[src/rtl/store_pkg.sv]
// Shared definitions for the program/data store: boot image table and FSM states.
package store_pkg;

    localparam int BOOT_LEN = 32;

    // Boot image, one 8-bit word per address; resized to the store width on load.
    localparam logic [7:0] BOOT_IMAGE [0:BOOT_LEN-1] = '{
        8'h80, 8'h3E, 8'h0C, 8'h5A, 8'h1E, 8'h21, 8'h42, 8'h63,
        8'h84, 8'hA5, 8'hC6, 8'hE7, 8'h08, 8'h29, 8'h4A, 8'h6B,
        8'h7C, 8'hFF, 8'h00, 8'h00, 8'h00, 8'h00, 8'h00, 8'h00,
        8'h00, 8'h00, 8'h00, 8'h00, 8'h00, 8'h00, 8'h00, 8'h00
    };

    typedef enum logic {
        IDLE = 1'b0,
        INIT = 1'b1
    } state_t;

endpackage

[src/rtl/store_boot_rom.sv]
// Combinational boot image lookup: word address -> image word at the store width.
module store_boot_rom
    import store_pkg::*;
#(
    parameter int DATA_W = 8,
    parameter int ADDR_W = 5
) (
    input  logic [ADDR_W-1:0] addr,
    output logic [DATA_W-1:0] word
);

    // 8-bit table entries are zero-extended or truncated to DATA_W.
    function automatic logic [DATA_W-1:0] fit_width(input logic [7:0] b);
        logic [DATA_W+7:0] wide;
        wide = {{DATA_W{1'b0}}, b};
        return wide[DATA_W-1:0];
    endfunction

    // Table lookup; addresses past the end of the table read as zero.
    always_comb begin
        word = '0;
        for (int i = 0; i < BOOT_LEN; i++) begin
            if (int'(addr) == i) begin
                word = fit_width(BOOT_IMAGE[i]);
            end
        end
    end

endmodule

[src/rtl/store_ram_ctrl.sv]
// Single-port program/data store with registered read, init sequencer and
// out-of-range address flagging (no aliasing of addresses >= DEPTH).
module store_ram_ctrl
    import store_pkg::*;
#(
    parameter int DATA_W  = 8,
    parameter int ADDR_W  = 5,
    parameter int DEPTH   = 32,
    parameter int BOOT_EN = 1
) (
    input  logic              Clock,
    input  logic              Reset,
    input  logic              Initialize,
    input  logic              WE,
    input  logic              RE,
    input  logic [ADDR_W-1:0] addr,
    input  logic [DATA_W-1:0] data_IN,
    output logic [DATA_W-1:0] data_Out,
    output logic              rd_valid,
    output logic              Busy,
    output logic              init_done,
    output logic              addr_err
);

    localparam int IDX_W = (DEPTH > 1) ? $clog2(DEPTH) : 1;

    state_t              state_q, state_d;
    logic [ADDR_W-1:0]   init_cnt, cnt_d;
    logic                done_d;
    logic [DATA_W-1:0]   mem [0:DEPTH-1];
    logic [DATA_W-1:0]   image_word;
    logic                in_range, accept, init_wr, user_wr, user_rd, mem_we;
    logic [ADDR_W-1:0]   wr_addr;
    logic [DATA_W-1:0]   wr_data;
    logic [DATA_W-1:0]   rd_data_p1;
    logic                vld_p1, err_p1, done_p1;

    generate
        if (BOOT_EN != 0) begin : g_boot
            store_boot_rom #(
                .DATA_W(DATA_W),
                .ADDR_W(ADDR_W)
            ) u_rom (
                .addr(init_cnt),
                .word(image_word)
            );
        end else begin : g_zero
            assign image_word = '0;
        end
    endgenerate

    // Request qualification and the init/user write mux.
    always_comb begin
        in_range = (int'(addr) < DEPTH);
        init_wr  = (state_q == INIT) && !Initialize;
        accept   = (state_q == IDLE) && !Initialize;
        user_wr  = accept && WE && in_range;
        user_rd  = accept && RE && !WE;
        mem_we   = !Reset && (init_wr || user_wr);
        wr_addr  = init_wr ? init_cnt : addr;
        wr_data  = init_wr ? image_word : data_IN;
    end

    // Next state: Initialize (re)starts the pass, the last word returns to IDLE.
    always_comb begin
        state_d = state_q;
        cnt_d   = init_cnt;
        done_d  = 1'b0;
        if (Initialize) begin
            state_d = INIT;
            cnt_d   = '0;
        end else if (state_q == INIT) begin
            cnt_d = init_cnt + ADDR_W'(1);
            if (int'(init_cnt) == DEPTH - 1) begin
                state_d = IDLE;
                cnt_d   = '0;
                done_d  = 1'b1;
            end
        end
    end

    // FSM state, init counter and completion pulse.
    always_ff @(posedge Clock) begin
        if (Reset) begin
            state_q  <= IDLE;
            init_cnt <= '0;
            done_p1  <= 1'b0;
        end else begin
            state_q  <= state_d;
            init_cnt <= cnt_d;
            done_p1  <= done_d;
        end
    end

    // Storage array; deliberately not cleared by Reset.
    always_ff @(posedge Clock) begin
        if (mem_we) begin
            mem[wr_addr[IDX_W-1:0]] <= wr_data;
        end
    end

    // Registered read port with valid and out-of-range strobes.
    always_ff @(posedge Clock) begin
        if (Reset) begin
            rd_data_p1 <= '0;
            vld_p1     <= 1'b0;
            err_p1     <= 1'b0;
        end else begin
            vld_p1 <= user_rd;
            err_p1 <= accept && (WE || RE) && !in_range;
            if (user_rd) begin
                rd_data_p1 <= in_range ? mem[addr[IDX_W-1:0]] : '0;
            end
        end
    end

    assign data_Out  = rd_data_p1;
    assign rd_valid  = vld_p1;
    assign addr_err  = err_p1;
    assign init_done = done_p1;
    assign Busy      = (state_q == INIT);

endmodule

[config.mk]
export PLATFORM = sky130hd
export DESIGN_NAME = store_ram_ctrl
export DESIGN_NICKNAME = d
export VERILOG_FILES = /design/src/rtl/store_pkg.sv /design/src/rtl/store_boot_rom.sv /design/src/rtl/store_ram_ctrl.sv
export SDC_FILE = /design/constraint.sdc
export NUM_CORES = 1
export LEC_CHECK = 0
export CAP_MARGIN = 10
export CORE_UTILIZATION = 60
export CTS_BUF_LIST = sky130_fd_sc_hd__clkbuf_16
export CTS_CLUSTER_DIAMETER = 100
export DETAILED_ROUTE_END_ITERATION = 10
export PLACE_DENSITY = 0.78
export SYNTH_ARGS = -nofsm -noshare
export SYNTH_HDL_FRONTEND = slang
export SYNTH_HIERARCHICAL = 1
export SYNTH_SLANG_ARGS = --single-unit
[constraint.sdc]
create_clock -name Clock -period 3.5 [get_ports Clock]
set_clock_uncertainty 0.15 [all_clocks]
set_input_delay 0.525 -clock Clock [delete_from_list [all_inputs] [get_ports Clock]]
set_output_delay 0.525 -clock Clock [all_outputs]
set_load 0.03 [all_outputs]
# --- Word-level counts from Yosys, hierarchy flattened ---
# Memory sizes are Yosys's and may differ from the RTL's. A register that Yosys moved wholly into a read port is not among the register bits.
# Index checks and enable logic that the tools add are counted.
op_classes:
  n_eq_ne: 31
  n_bitwise: 1
  n_mux: 41
  reduce_logical: 13
  addsub: 1
ops:
  columns: ["cell", "n"]
  rows:
  - ["two-way mux 8 bit", 33]
  - ["== test 5 bit (second input constant)", 16]
  - ["== test 5 x 4 -> 1 bit (second input constant)", 8]
  - ["== test 5 x 3 -> 1 bit (second input constant)", 4]
  - ["== test 5 x 2 -> 1 bit (second input constant)", 2]
  - ["two-way mux 5 bit", 2]
  - ["logical AND 1 bit", 6]
  - ["two-way mux 1 bit", 6]
  - ["adder 5 x 1 -> 5 bit (second input constant)", 1]
  - ["== test 5 x 1 -> 1 bit (second input constant)", 1]
  - ["logical NOT 5 bit", 1]
  - ["logical NOT 1 bit", 3]
  - ["OR reduction 3 bit", 1]
  - ["OR reduction 2 bit", 1]
  - ["logical OR 1 bit", 1]
  - ["NOT 1 bit", 1]
word_totals:
  inputBits: 18
  regBits: 8
  wordCells: 92
  out_inout_bits: 12
  mem_count: 1
  mem_bits_rw: 256
mem_list:
  columns: ["memory", "words", "word_bits", "rd", "rd_ports_with_merged_regs", "write_ports", "line_no", "rtl"]
  rows:
  - ["mem", 32, 8, 1, 1, 1, "store_ram_ctrl.sv:30", "logic [DATA_W-1:0] mem [0:DEPTH-1];"]

# --- Logic depth before layout (Yosys ltp) ---
logic_depth:
  word_depth: 34
  depth_mapped: 8

# --- Modules after synthesis ---
# The synthesis kept the hierarchy.
by_module_without_submodules:
  columns: ["mod", "cells_per_inst", "seq_area_each_um2", "area_each_um2", "n_inst"]
  rows:
  - ["store_ram_ctrl", 673, 8007.7, 11034.3, 1]
  - ["store_boot_rom", 32, 0.0, 211.5, 1]

# --- Worst setup path before layout ---
# No wires, ideal clock.
synth_timing:
  path_kind: "input to register"
  start: "input port Initialize"
  end: "memory mem[16][0] (enable)"
  stages: 7
  setup_slack_ns: 0.985
  setup_time_ns: 0.370
  t_arrival_ns: 1.994
  required_time_ns: 2.980
  path_cell_list: "nand2b_1 clkbuf_1 clkbuf_1 nand2_1 o31ai_1 nand2_1 nor2_1"
synth_between:
  elab_chain_cells: 7
synth_rtl:
  columns: ["item", "line_no", "rtl"]
  rows:
  - ["start: declaration", "store_ram_ctrl.sv:13", "input logic Initialize,"]
  - ["logical NOT 1 bit *", "store_ram_ctrl.sv:55, store_ram_ctrl.sv:56", null]
  - ["logical AND 1 bit", "store_ram_ctrl.sv:56", "accept = (state_q == IDLE) && !Initialize;"]
  - ["logical AND 1 bit", "store_ram_ctrl.sv:57", "user_wr = accept && WE && in_range;"]
  - ["logical OR 1 bit", "store_ram_ctrl.sv:59", "mem_we = !Reset && (init_wr || user_wr);"]
  - ["logical AND 1 bit", "store_ram_ctrl.sv:59", null]
  - ["two-way mux 1 bit", "store_ram_ctrl.sv:97", "if (mem_we) begin"]
  - ["two-way mux 1 bit (not written as such)", "store_ram_ctrl.sv:98", "mem[wr_addr[IDX_W-1:0]] <= wr_data;"]
  - ["end: declaration", "store_ram_ctrl.sv:30", null]
# Mark *: on every way between the ends. The rest lies on a longest branch, timed or not.

# --- Worst setup path after layout ---
layout_timing:
  start: "register state_q (netlist: Busy)"
  end: "memory mem[29][7] (enable)"
layout_between:
  elab_chain_cells: 7
layout_rtl:
  columns: ["item", "line_no", "rtl"]
  rows:
  - ["start: declaration", "store_ram_ctrl.sv:27", "state_t state_q, state_d;"]
  - ["start signal: assignment", "store_ram_ctrl.sv:89", "state_q <= state_d;"]
  - ["NOT 1 bit (no line)", null, null]
  - ["logical AND 1 bit", "store_ram_ctrl.sv:56", null]
  - ["logical AND 1 bit", "store_ram_ctrl.sv:57", null]
  - ["logical OR 1 bit", "store_ram_ctrl.sv:59", null]
  - ["logical AND 1 bit", "store_ram_ctrl.sv:59", null]
  - ["two-way mux 1 bit", "store_ram_ctrl.sv:97", null]
  - ["two-way mux 1 bit (not written as such)", "store_ram_ctrl.sv:98", null]
# Several ways; a longest one is shown, not always the timed one.

==> results.md <==
* CTS tree: yes
* Mapped cell area at 11,200 um2
* Yosys warnings at 6
* CTS root buffer: clkbuf_16
* Top cells by area, synth: edfxtp_1, mux2i_1, a22oi_1
* Clk Latency, worst-skew pair at 0.53 ns
* Slew Limit Fails at 0
* Cell taking the most area after synthesis: edfxtp_1
* Syn Inst Count at 705
* Share of cells above drive strength 1 at 12.1%
* Largest net degree at the start of global routing at 36
* Most common cell in the synthesized netlist: edfxtp_1
* Fin area at 12,600 um2
* Non-filler cells, final at 1,000
* Routed wire length at 24,400 um
* Worst Hold Class: reg -> reg
* Arr. time, crit path at 2.77 ns
* RSZ-0062 raised after global routing: no
* Full die area at 19,300 um2
* Initial drt markers at 736
* DIE HEIGHT at 139 um
* Power per standard cell area at 529 nW/um2
* Final setup margin at 0.727 ns
* Clock sink total at 272
* Post-CTS Setup Bufs at 0
* Slew margin rel. at 31.2%
* Core area at 18,100 um2
* Most common library cells after synthesis: edfxtp_1, mux2i_1, a22oi_1, nor2_1, a21oi_1
* Pre-CTS setup slack at 0.160 ns
* Max Root-Sink Buffers at 3
* First-pass GRT wire length at 36,800 um
* Clock slew at reported path FFs at 0.06 ns
* Placer Congestion at 0.829
* Hold Vio Cnt, Final at 0
* Grt total ovfl at 0
* Final setup TNS at 0 ns
* #FFs+latches synth at 272
* Hpwl dp at 15,100 um
* Via-per-instance ratio at 6.47
* Post_cts resized at 0
* Worst-path maximum fanout at 15
* Die width at 139 um
* Number of enable flip-flop cells after synthesis at 256
* Port Buffers at 28
* Status: completed
* Pleak at 4.40 nW
* Yosys cell types at 43
* Rows at 49
* Crit path kind: reg -> reg
* # setup viols final at 0
* Area share of the largest cell type after synthesis at 68.4%
* NumNets Final at 771
* Max Freq at 361 MHz
* Crit path capture type: flop
* Startpoint types: flop
* Vias at 6,468
* Post-DR wirelength/cell at 24.4 um
* Syn nets at 725
* Remaining DRCs at 0
* Crit path required time at 3.50 ns
* H-tree levels at 1
* Tightest Pin Transition at 1.03 ns
* Area growth syn-to-layout at 12.1%
* Initial cell density of the core at 62.0%
* Number of max-cap violations at 0
* # hold bufs at CTS at 0
* Tmin final at 2.77 ns
* Tcrit/Tclk final at 79.2%
* Seq/Total Area, Yosys at 71.2%
* Vias in the first global route at 6,417
* DP Area at 11,800 um2
* Dominant synthesized flop cell: edfxtp_1
* Fin Hold WS at 0.393 ns
* Initial antenna violation count at 0
* Worst-case vdd ir drop at 427 uV
* Tot GR Track Use at 25.8%
* Total CTS buffers at 26
* Post-Place Cells at 951
* Fraction of registers with async set/reset at 0%
* Diodes inserted at 0
* Synthesized area per cell at 16.0 um2
* Routed Antenna Nets at 0
* # IOs at 30
* First-pass DRT Iterations at 8
[cells in the final DEF, fill, tap and decap left out, types with 2 or more instances in the layout]
cell type / instances
clkinv_1: 6
a211oi_2: 8
a22oi_1: 64
nand3_1: 3
ha_1: 2
mux2i_1: 133
clkinv_2: 2
edfxtp_1: 256
dfxtp_1: 16
nor2b_2: 2
or2_2: 2
clkbuf_16: 28
clkdlybuf4s50_1: 27
nor2_1: 57
buf_4: 30
mux2_2: 10
or4_1: 8
o21ai_0: 8
nor2b_1: 4
nand2b_1: 7
a21oi_1: 39
nand3b_1: 4
and3_1: 2
nand2_1: 20
or3_4: 2
inv_1: 11
bufinv_16: 2
[critical path: stages, from the launching register on]
cell and delay, ns:
dfxtp_1 0.65, nand2b_1 0.29, buf_4 0.27, o21ai_0 0.28
nand2_1 0.17, nor2_1 0.57
[flip-flops by register name, summed over array words and instances, names as in the netlist]
register   count
init_done      1
rd_valid       1
init_cnt       5
mem          256
Busy           1
data_Out       8
[area by class of cell]
| type | instances | area (um2) |
|---|---|---|
| Clock buffer | 27 | 676 |
| Timing Repair Buffer | 60 | 552 |
| Clock inverter | 21 | 138 |
| Inverter | 1 | 3.75 |
| Sequential cell | 272 | 8010 |
| Tap cell | 229 | 287 |
| Fill cell | 1149 | 5540 |
| Multi-Input combinational cell | 390 | 2940 |
[stage by stage]
step / utilization (%) / power [mW]
floorplan: - / 3.94
CTS: 69.3 / 6.68
detailed placement: 64.8 / 4.08
global placement: 64.8 / 4.07
global route: 69.5 / 6.83
finish: 69.5 / 6.67
[path summary, 6_finish.rpt]
path                  to  slack [ns]  cells past startpoint   startpoint
min reg2reg  data_Out[2]        0.39                      2  data_Out[2]
min          data_Out[2]        0.39                      2  data_Out[2]
max           mem[29][7]        0.73                      5         Busy
max reg2reg   mem[29][7]        0.73                      5         Busy
[power breakdown]
group / leakage, nW / switching (mW) / total, mW / internal, mW
Combinational: 1.53 / 0.277 / 0.418 / 0.141
Clock: 0.432 / 1.11 / 2.64 / 1.53
Sequential: 2.44 / 0.0129 / 3.61 / 3.60
Total: 4.40 / 1.40 / 6.67 / 5.27
[per-layer routing]
layer	vias up	share of wire [%]	track usage, %
met5	-	0	0
met4	0	3.1	9.71
met3	60	8.9	4.42
met2	351	48	42.5
met1	3224	40	34.8
li1	2833	-	-
[logic make-up (layout without fill, tap and decap cells)]
| family | after synthesis | after routing | share of synthesized area, % |
|---|---|---|---|
| AOI/OAI and AO/OA | 126 | 126 | 7.78 |
| xor gates and xnor gates | 1 | 1 | 0.0779 |
| adders and majority gates | 2 | 2 | 0.222 |
| buffers and inverters | 43 | 109 | 2.78 |
| DFF | 272 | 272 | 71.2 |
| muxes | 143 | 143 | 12.8 |
| other | 1 | 1 | 0.0333 |
| and+or+nand+nor | 117 | 117 | 5.06 |
(Power assumes the default switching activity.)
